## src/rtl/m68k_bus_initiator_if.sv

```systemverilog
// Host request/done bundle plus the 68000-style CPU-side bus
// of m68k_bus_initiator.
interface m68k_bus_initiator_if;

  logic        REQ;
  logic        WE;
  logic [22:0] ADDR;
  logic [15:0] WDATA;
  logic [1:0]  BE;

  logic        BUSY;
  logic        DONE;
  logic        ERR;
  logic [15:0] RDATA;

  logic [22:0] A;
  logic [15:0] D_OUT;
  logic        D_OE;
  logic [15:0] D_IN;
  logic        _AS;
  logic        _UDS;
  logic        _LDS;
  logic        _PRW;
  logic        _DTACK;

  modport master (
    input  REQ,
    input  WE,
    input  ADDR,
    input  WDATA,
    input  BE,
    output BUSY,
    output DONE,
    output ERR,
    output RDATA,
    output A,
    output D_OUT,
    output D_OE,
    input  D_IN,
    output _AS,
    output _UDS,
    output _LDS,
    output _PRW,
    input  _DTACK
  );

  modport slave (
    output REQ,
    output WE,
    output ADDR,
    output WDATA,
    output BE,
    input  BUSY,
    input  DONE,
    input  ERR,
    input  RDATA,
    input  A,
    input  D_OUT,
    input  D_OE,
    output D_IN,
    input  _AS,
    input  _UDS,
    input  _LDS,
    input  _PRW,
    output _DTACK
  );

endinterface

```

## src/rtl/m68k_bus_initiator.sv

```systemverilog
// 68000-style asynchronous bus cycle generator, one C7M edge per
// S-state, with _DTACK wait pairs, timeout abort and DONE/ERR reporting.
module m68k_bus_initiator #(
  parameter int TIMEOUT_WAITS = 16
) (
  input  logic C7M,
  input  logic _RST,
  m68k_bus_initiator_if.master bus
);

  localparam logic [7:0] LIM = 8'(TIMEOUT_WAITS);

  typedef enum logic [3:0] {
    IDLE,
    S0,
    S1,
    S2,
    S3,
    S4,
    S5,
    S6,
    S7,
    W0,
    W1,
    BAD
  } st_t;

  st_t r_st;
  st_t w_nxt;

  logic        r_we;
  logic [22:0] r_addr;
  logic [15:0] r_wdata;
  logic [1:0]  r_be;
  logic [7:0]  r_cnt;
  logic        r_abt;
  logic        r_fin;

  logic        r_busy;
  logic        r_done;
  logic        r_err;
  logic [15:0] r_rdata;
  logic [22:0] r_a;
  logic [15:0] r_dout;
  logic        r_doe;
  logic        r_as;
  logic        r_uds;
  logic        r_lds;
  logic        r_prw;

  logic w_acc;
  logic w_samp;
  logic w_fail;
  logic w_tmo;

  logic w_addr_on;
  logic w_as_on;
  logic w_ds_on;
  logic w_drv;
  logic w_cap;

  assign w_acc  = (r_st == IDLE) && !r_busy && bus.REQ;
  // W1 re-samples _DTACK so each wait pair costs two edges
  assign w_samp = (r_st == S4) || ((r_st == W1) && !r_abt);
  assign w_fail = w_samp && bus._DTACK;
  assign w_tmo  = w_fail && (r_cnt >= LIM);

  always_ff @(posedge C7M) begin
    if (!_RST) begin
      r_st <= IDLE;
    end else begin
      r_st <= w_nxt;
    end
  end

  always_comb begin
    w_nxt = r_st;
    unique case (r_st)
      IDLE: begin
        if (w_acc) begin
          w_nxt = (bus.BE == 2'b00) ? BAD : S0;
        end
      end
      S0: w_nxt = S1;
      S1: w_nxt = S2;
      S2: w_nxt = S3;
      S3: w_nxt = S4;
      S4: w_nxt = w_fail ? W0 : S5;
      W0: w_nxt = W1;
      W1: begin
        if (r_abt) begin
          w_nxt = S7;
        end else if (w_fail) begin
          w_nxt = W0;
        end else begin
          w_nxt = S5;
        end
      end
      S5:  w_nxt = S6;
      S6:  w_nxt = S7;
      S7:  w_nxt = IDLE;
      BAD: w_nxt = IDLE;
      default: w_nxt = IDLE;
    endcase
  end

  // Bus enables are decoded from the state being entered
  always_comb begin
    w_addr_on = 1'b0;
    w_as_on   = 1'b0;
    w_ds_on   = 1'b0;
    w_drv     = 1'b0;
    unique case (w_nxt)
      S1: begin
        w_addr_on = 1'b1;
      end
      S2: begin
        w_addr_on = 1'b1;
        w_as_on   = 1'b1;
        w_ds_on   = !r_we;
      end
      S3: begin
        w_addr_on = 1'b1;
        w_as_on   = 1'b1;
        w_ds_on   = !r_we;
        w_drv     = r_we;
      end
      S4, S5, S6, W0, W1: begin
        w_addr_on = 1'b1;
        w_as_on   = 1'b1;
        w_ds_on   = 1'b1;
        w_drv     = r_we;
      end
      S7: begin
        w_addr_on = 1'b1;
        w_drv     = r_we && !r_abt;
      end
      default: begin
        w_addr_on = 1'b0;
      end
    endcase
  end

  assign w_cap = (r_st == S6) && !r_we;

  always_ff @(posedge C7M) begin
    if (!_RST) begin
      r_we    <= 1'b0;
      r_addr  <= '0;
      r_wdata <= '0;
      r_be    <= '0;
      r_cnt   <= '0;
      r_abt   <= 1'b0;
      r_fin   <= 1'b0;
      r_busy  <= 1'b0;
      r_done  <= 1'b0;
      r_err   <= 1'b0;
      r_rdata <= '0;
      r_a     <= '0;
      r_dout  <= '0;
      r_doe   <= 1'b0;
      r_as    <= 1'b1;
      r_uds   <= 1'b1;
      r_lds   <= 1'b1;
      r_prw   <= 1'b1;
    end else begin
      if (w_acc) begin
        r_we    <= bus.WE;
        r_addr  <= bus.ADDR;
        r_wdata <= bus.WDATA;
        r_be    <= bus.BE;
        r_cnt   <= '0;
        r_abt   <= (bus.BE == 2'b00);
      end else if (w_tmo) begin
        r_abt <= 1'b1;
      end else if (w_fail && (r_cnt != 8'hFF)) begin
        r_cnt <= r_cnt + 8'd1;
      end

      r_fin  <= (w_nxt == IDLE) && ((r_st == S7) || (r_st == BAD));
      r_done <= r_fin;
      r_err  <= r_fin && r_abt;

      if (w_acc) begin
        r_busy <= 1'b1;
      end else if (r_fin) begin
        r_busy <= 1'b0;
      end

      if (w_cap) begin
        r_rdata <= bus.D_IN;
      end
      if (w_addr_on) begin
        r_a <= r_addr;
      end
      if (w_drv) begin
        r_dout <= r_wdata;
      end

      r_doe <= w_drv;
      r_prw <= !(w_addr_on && r_we);
      r_as  <= !w_as_on;
      r_uds <= !(w_ds_on && r_be[1]);
      r_lds <= !(w_ds_on && r_be[0]);
    end
  end

  assign bus.BUSY  = r_busy;
  assign bus.DONE  = r_done;
  assign bus.ERR   = r_err;
  assign bus.RDATA = r_rdata;
  assign bus.A     = r_a;
  assign bus.D_OUT = r_dout;
  assign bus.D_OE  = r_doe;
  assign bus._AS   = r_as;
  assign bus._UDS  = r_uds;
  assign bus._LDS  = r_lds;
  assign bus._PRW  = r_prw;

endmodule
```

## src/flat_wrapper.sv

```systemverilog
// flat-port wrapper written by rule: the top's interface ports become plain ports
module m68k_bus_initiator_flat 
#(
  parameter int TIMEOUT_WAITS = 16
)
  (C7M, _RST, bus_REQ, bus_WE, bus_ADDR, bus_WDATA, bus_BE, bus_BUSY, bus_DONE, bus_ERR, bus_RDATA, bus_A, bus_D_OUT, bus_D_OE, bus_D_IN, bus__AS, bus__UDS, bus__LDS, bus__PRW, bus__DTACK);
  m68k_bus_initiator_if bus_i ();
  input  logic C7M;
  input  logic _RST;
  input wire logic [$bits(bus_i.REQ)-1:0] bus_REQ;
  input wire logic [$bits(bus_i.WE)-1:0] bus_WE;
  input wire logic [$bits(bus_i.ADDR)-1:0] bus_ADDR;
  input wire logic [$bits(bus_i.WDATA)-1:0] bus_WDATA;
  input wire logic [$bits(bus_i.BE)-1:0] bus_BE;
  output wire logic [$bits(bus_i.BUSY)-1:0] bus_BUSY;
  output wire logic [$bits(bus_i.DONE)-1:0] bus_DONE;
  output wire logic [$bits(bus_i.ERR)-1:0] bus_ERR;
  output wire logic [$bits(bus_i.RDATA)-1:0] bus_RDATA;
  output wire logic [$bits(bus_i.A)-1:0] bus_A;
  output wire logic [$bits(bus_i.D_OUT)-1:0] bus_D_OUT;
  output wire logic [$bits(bus_i.D_OE)-1:0] bus_D_OE;
  input wire logic [$bits(bus_i.D_IN)-1:0] bus_D_IN;
  output wire logic [$bits(bus_i._AS)-1:0] bus__AS;
  output wire logic [$bits(bus_i._UDS)-1:0] bus__UDS;
  output wire logic [$bits(bus_i._LDS)-1:0] bus__LDS;
  output wire logic [$bits(bus_i._PRW)-1:0] bus__PRW;
  input wire logic [$bits(bus_i._DTACK)-1:0] bus__DTACK;
  assign bus_i.REQ = bus_REQ;
  assign bus_i.WE = bus_WE;
  assign bus_i.ADDR = bus_ADDR;
  assign bus_i.WDATA = bus_WDATA;
  assign bus_i.BE = bus_BE;
  assign bus_BUSY = bus_i.BUSY;
  assign bus_DONE = bus_i.DONE;
  assign bus_ERR = bus_i.ERR;
  assign bus_RDATA = bus_i.RDATA;
  assign bus_A = bus_i.A;
  assign bus_D_OUT = bus_i.D_OUT;
  assign bus_D_OE = bus_i.D_OE;
  assign bus_i.D_IN = bus_D_IN;
  assign bus__AS = bus_i._AS;
  assign bus__UDS = bus_i._UDS;
  assign bus__LDS = bus_i._LDS;
  assign bus__PRW = bus_i._PRW;
  assign bus_i._DTACK = bus__DTACK;
  m68k_bus_initiator #(.TIMEOUT_WAITS(TIMEOUT_WAITS)) u_core (.C7M(C7M), ._RST(_RST), .bus(bus_i));
endmodule
```

## config.mk

```make
export PLATFORM = sky130hd
export DESIGN_NAME = m68k_bus_initiator_flat
export DESIGN_NICKNAME = d
export VERILOG_FILES = /design/src/rtl/m68k_bus_initiator_if.sv /design/src/rtl/m68k_bus_initiator.sv /design/src/flat_wrapper.sv
export SDC_FILE = /design/constraint.sdc
export NUM_CORES = 1
export LEC_CHECK = 0
export BUFFER_PORTS_ARGS = -buffer_cell sky130_fd_sc_hd__buf_2
export CORE_MARGIN = 2
export CORE_UTILIZATION = 45
export CTS_CLUSTER_SIZE = 10
export DETAILED_ROUTE_END_ITERATION = 10
export HOLD_SLACK_MARGIN = 0.1
export PLACE_DENSITY_LB_ADDON = 0.08
export SYNTH_ARGS = -nofsm -noshare
export SYNTH_HDL_FRONTEND = slang
export SYNTH_SLANG_ARGS = --single-unit
```

## constraint.sdc

```tcl
create_clock -name C7M -period 2.2 [get_ports C7M]
set_input_delay 0.22 -clock C7M [delete_from_list [all_inputs] [get_ports C7M]]
set_output_delay 0.22 -clock C7M [all_outputs]
set_load 0.005 [all_outputs]
```

==> results by group <==
Drt
  • Avg WL per Cell: around 14 um
  • Antenna viol nets, final: 0
  • DR pass1 iterations: 4
  • Via Count: between 4000 and 5000
  • Initial DRC count: 225
  • Post-DR vias/cell: 5.09
  • DRC viols: 0
  • DRT Wirelength: 12400 um

Die
  • Initial core utilization: between 40% and 50%
  • Core Area: approximately 0.011 sq mm
  • Die width: between 100 and 150 um
  • IO Count: about 130
  • Die Ht: 109 um
  • Die area: between 0.01 and 0.015 sq mm
  • FP Rows: 38

Job
  • Maxcap violations: 0

STA
  • Worst slew pin tran: 732 ps
  • RSZ-0062 raised after global routing: false
  • Clk_skew: 5.42 ps
  • Fin crit share: 89.4%
  • Max Fclk: between 500 and 600 MHz
  • Fin crit period: 1970 ps
  • Final hold vios: 0
  • Final Max Tran Viols: 0
  • Finish-stage setup viols: 0
  • Setup TNS: 0 ps
  • Max transition margin: between 50% and 60%

Placed design
  • Buffers on Ports: 124
  • Hpwl dp: 7960 um
  • Area after DPL: 0.00573 sq mm
  • GPL Wtd Cong: 0.882

Logic synthesis
  • Syn Area/Cell: ~8.4 sq um
  • Synthesized cell area: a little under 0.005 sq mm
  • Synth top area share: 47.9%
  • Post-synth net total: 656
  • Yosys warns: 0
  • Register area share after synthesis: a little under half
  • Top post-synthesis cells by area: dfxtp_1 (48%), nand2_1 (13%), a21boi_0 (12%), a32oi_1 (2.8%), and3_1 (2.8%)
  • Seq cells post-synth: 119
  • Mapped Cells: 592
  • Yosys top cell by area: dfxtp_1
  • Number of enable flip-flop cells after synthesis: 0
  • Ys flop type: dfxtp_1
  • Synth unique cells: 50
  • Asr flop ratio synth: 0%

Critical path
  • Critical path startpoint category: register
  • R2r startpoint: u_core.r_st[1]
  • Critical Path AT: 2360 ps
  • Reg2reg end: u_core.bus.D_OUT[3]
  • R2R depth: 6
  • R2r setup slk: 230 ps
  • Crit path capture: u_core.bus.D_OUT[3]
  • Setup CP Type: reg -> reg
  • Crit end category: register
  • Required @ worst endpoint: 2600 ps
  • Worst-path fanout max: 33
  • Crit path from: u_core.r_st[1]

CTS
  • H-tree depth: 4
  • Clk_lat worst skew: 520 ps
  • CTS root buf: clkbuf_8
  • Post-CTS Setup Bufs: 0
  • CTS tree: done
  • CTS clk-pin slew, worst paths: 50 ps
  • Sink Count: about 120
  • Clock Tree Buf Depth: 2
  • CTS buffer count: 17

Min path
  • HP Class: in -> reg

Final layout
  • Fin area: 0.00687 sq mm
  • NumNets Final: 828
  • Footprint of the multi-input gates: 0.00237 sq mm
  • FILL cells: 909
  • Share of layout cells above drive strength 1: 22.6%
  • Antenna diodes: 0
  • Seq. cell area: ~0.0024 sq mm
  • Area Overhead vs Synth: 38.1%

GRT
  • Initial antenna violation count: 0
  • First-pass GRT wire length: 20200 um
  • Met1 Resource Use GR: 26.5%
  • Met3 Use GR: 5.92%
  • Global routing's busiest layer: met2
  • Met2 Track Usage GR: between 30% and 40%
  • Largest net degree at the start of global routing: 68
  • Overall Global Routing Usage: 21.7%
  • Vias in the first global route: around 4400
  • Global route overflow: 0

Power and ir drop
  • VDD IR max: 0.624 mV
  • Pleak: a little under 3 nW
  • Power per standard cell area: 1010 mW/mm^2
  • Overall Power: 6.93 mW

Outcome
  • Status: finished, final reports clean
[cell usage in the layout (no fill, tap or decap), drive strengths merged, types with 2 or more instances in the layout]
cell / synthesis / routed
ha: 2 / 2
nand2b: 21 / 21
clkinv: 1 / 2
nor2b: 2 / 2
clkbuf: 31 / 29
and2: 4 / 4
o21ai: 7 / 7
dlygate4sd3: 0 / 58
nand2: 171 / 171
mux2i: 2 / 2
nand3b: 2 / 2
o22ai: 2 / 2
nor2: 14 / 14
dfxtp: 119 / 119
xor2: 2 / 2
a21oi: 7 / 7
and3: 22 / 22
a32oi: 16 / 16
inv: 4 / 4
or3b: 2 / 2
or2: 3 / 3
buf: 16 / 142
nand3: 18 / 18
nor3: 4 / 4
nand4: 20 / 20
a21boi: 84 / 84
[repair_timing]
action,in CTS,in global routing
hold buffers,58,0
endpoints found under the setup margin,0,18
hold endpoints to repair,58,0
gates resized for setup,0,2
[through the flow]
stage / utilization, % / worst slack [ps] / std cells / hold WS (ps)
finish: 63.6 / 234 / 916 / 138
global placement: 53.1 / 194 / 827 / 389
global route: 63.6 / 85.3 / 916 / 156
floorplan: - / 306 / 592 / 355
detailed placement: 53.1 / 63.2 / 827 / 389
CTS: 63.6 / 48.2 / 916 / 109
[logic make-up (layout without fill, tap and decap cells)]
| logic type | count (synthesis) | after routing | share of synthesized area (%) |
|---|---|---|---|
| AOI/OAI and AO/OA | 126 | 126 | 19.0 |
| xor gates and xnor gates | 3 | 3 | 0.528 |
| adders and majority gates | 2 | 2 | 0.503 |
| buffers and inverters | 52 | 236 | 4.65 |
| DFF | 119 | 119 | 47.9 |
| muxes | 2 | 2 | 0.403 |
| and+or+nand+nor | 288 | 288 | 27.0 |
[where the power goes]
part / leakage, nW / internal [mW] / switching, mW / total (mW)
clock: 0.273 / 1.67 / 0.887 / 2.56
sequential: 0.965 / 2.45 / 0.189 / 2.64
combinational: 1.67 / 0.662 / 1.07 / 1.73
total: 2.91 / 4.78 / 2.15 / 6.93
[how the worst min path moves through the flow]
stage	from	to	slack (ps)	cells after the start
final	bus__DTACK	u_core.r_cnt[2]	140	4
after global routing	bus__DTACK	u_core.r_cnt[3]	160	4
after CTS	bus__DTACK	u_core.r_cnt[3]	110	4
after detailed placement	u_core.r_be[0]	u_core.bus._LDS	390	1
after global placement	u_core.r_be[1]	u_core.bus._UDS	390	1
after floorplan	bus_WDATA[2]	u_core.r_wdata[2]	350	2
[layer usage]
layer,up-vias,wire length [um]
met1,2127,5640
li1,2367,-
met4,0,285
met3,25,689
met5,-,0
met2,148,5830
[state kept, by name, summed over array words and instances, names as in the netlist]
register and count:
u_core.bus.A 23, u_core.r_st 4, u_core.bus.D_OE 1, u_core.r_fin 1, u_core.bus.D_OUT 16, u_core.bus._UDS 1
u_core.r_abt 1, u_core.r_addr 23, u_core.r_cnt 8, u_core.bus._LDS 1, u_core.r_wdata 16, u_core.bus.RDATA 16
u_core.r_be 2, u_core.r_we 1, u_core.bus.BUSY 1, u_core.bus._PRW 1, u_core.bus.DONE 1, u_core.bus.ERR 1
u_core.bus._AS 1
[synthesized netlist by cell type, types with 2 or more instances]
master	number
and2_1	4
ha_1	2
inv_1	4
nand3b_1	2
buf_6	2
and3_1	22
a32oi_1	16
nor3_1	4
nand3_1	18
nand4_1	20
nand2_1	170
xor2_1	2
o22ai_1	2
o21ai_1	2
nand2b_1	21
a21boi_0	77
or2_2	2
buf_2	10
mux2i_1	2
buf_4	2
nor2b_1	2
o21ai_0	5
nor2_1	14
a21oi_1	7
a21boi_1	7
buf_1	2
clkbuf_1	30
dfxtp_1	119
[cell type report]
type                            count  area share, %
Tap cell                          140           2.55
Timing Repair Buffer              200           19.9
Multi-Input combinational cell    421           34.5
Clock buffer                       29           7.56
Inverter                            5          0.273
Sequential cell                   119           34.7
Clock inverter                      2          0.510
[critical path, cell delays in order (launching register included)]
cell and delay [ps]:
dfxtp_1 400, or3_4 440, nor4b_4 400, a2111o_1 200
buf_12 180, nand2b_1 130, nand3_1 80
Note: power is estimated with default switching activity, not from simulation.
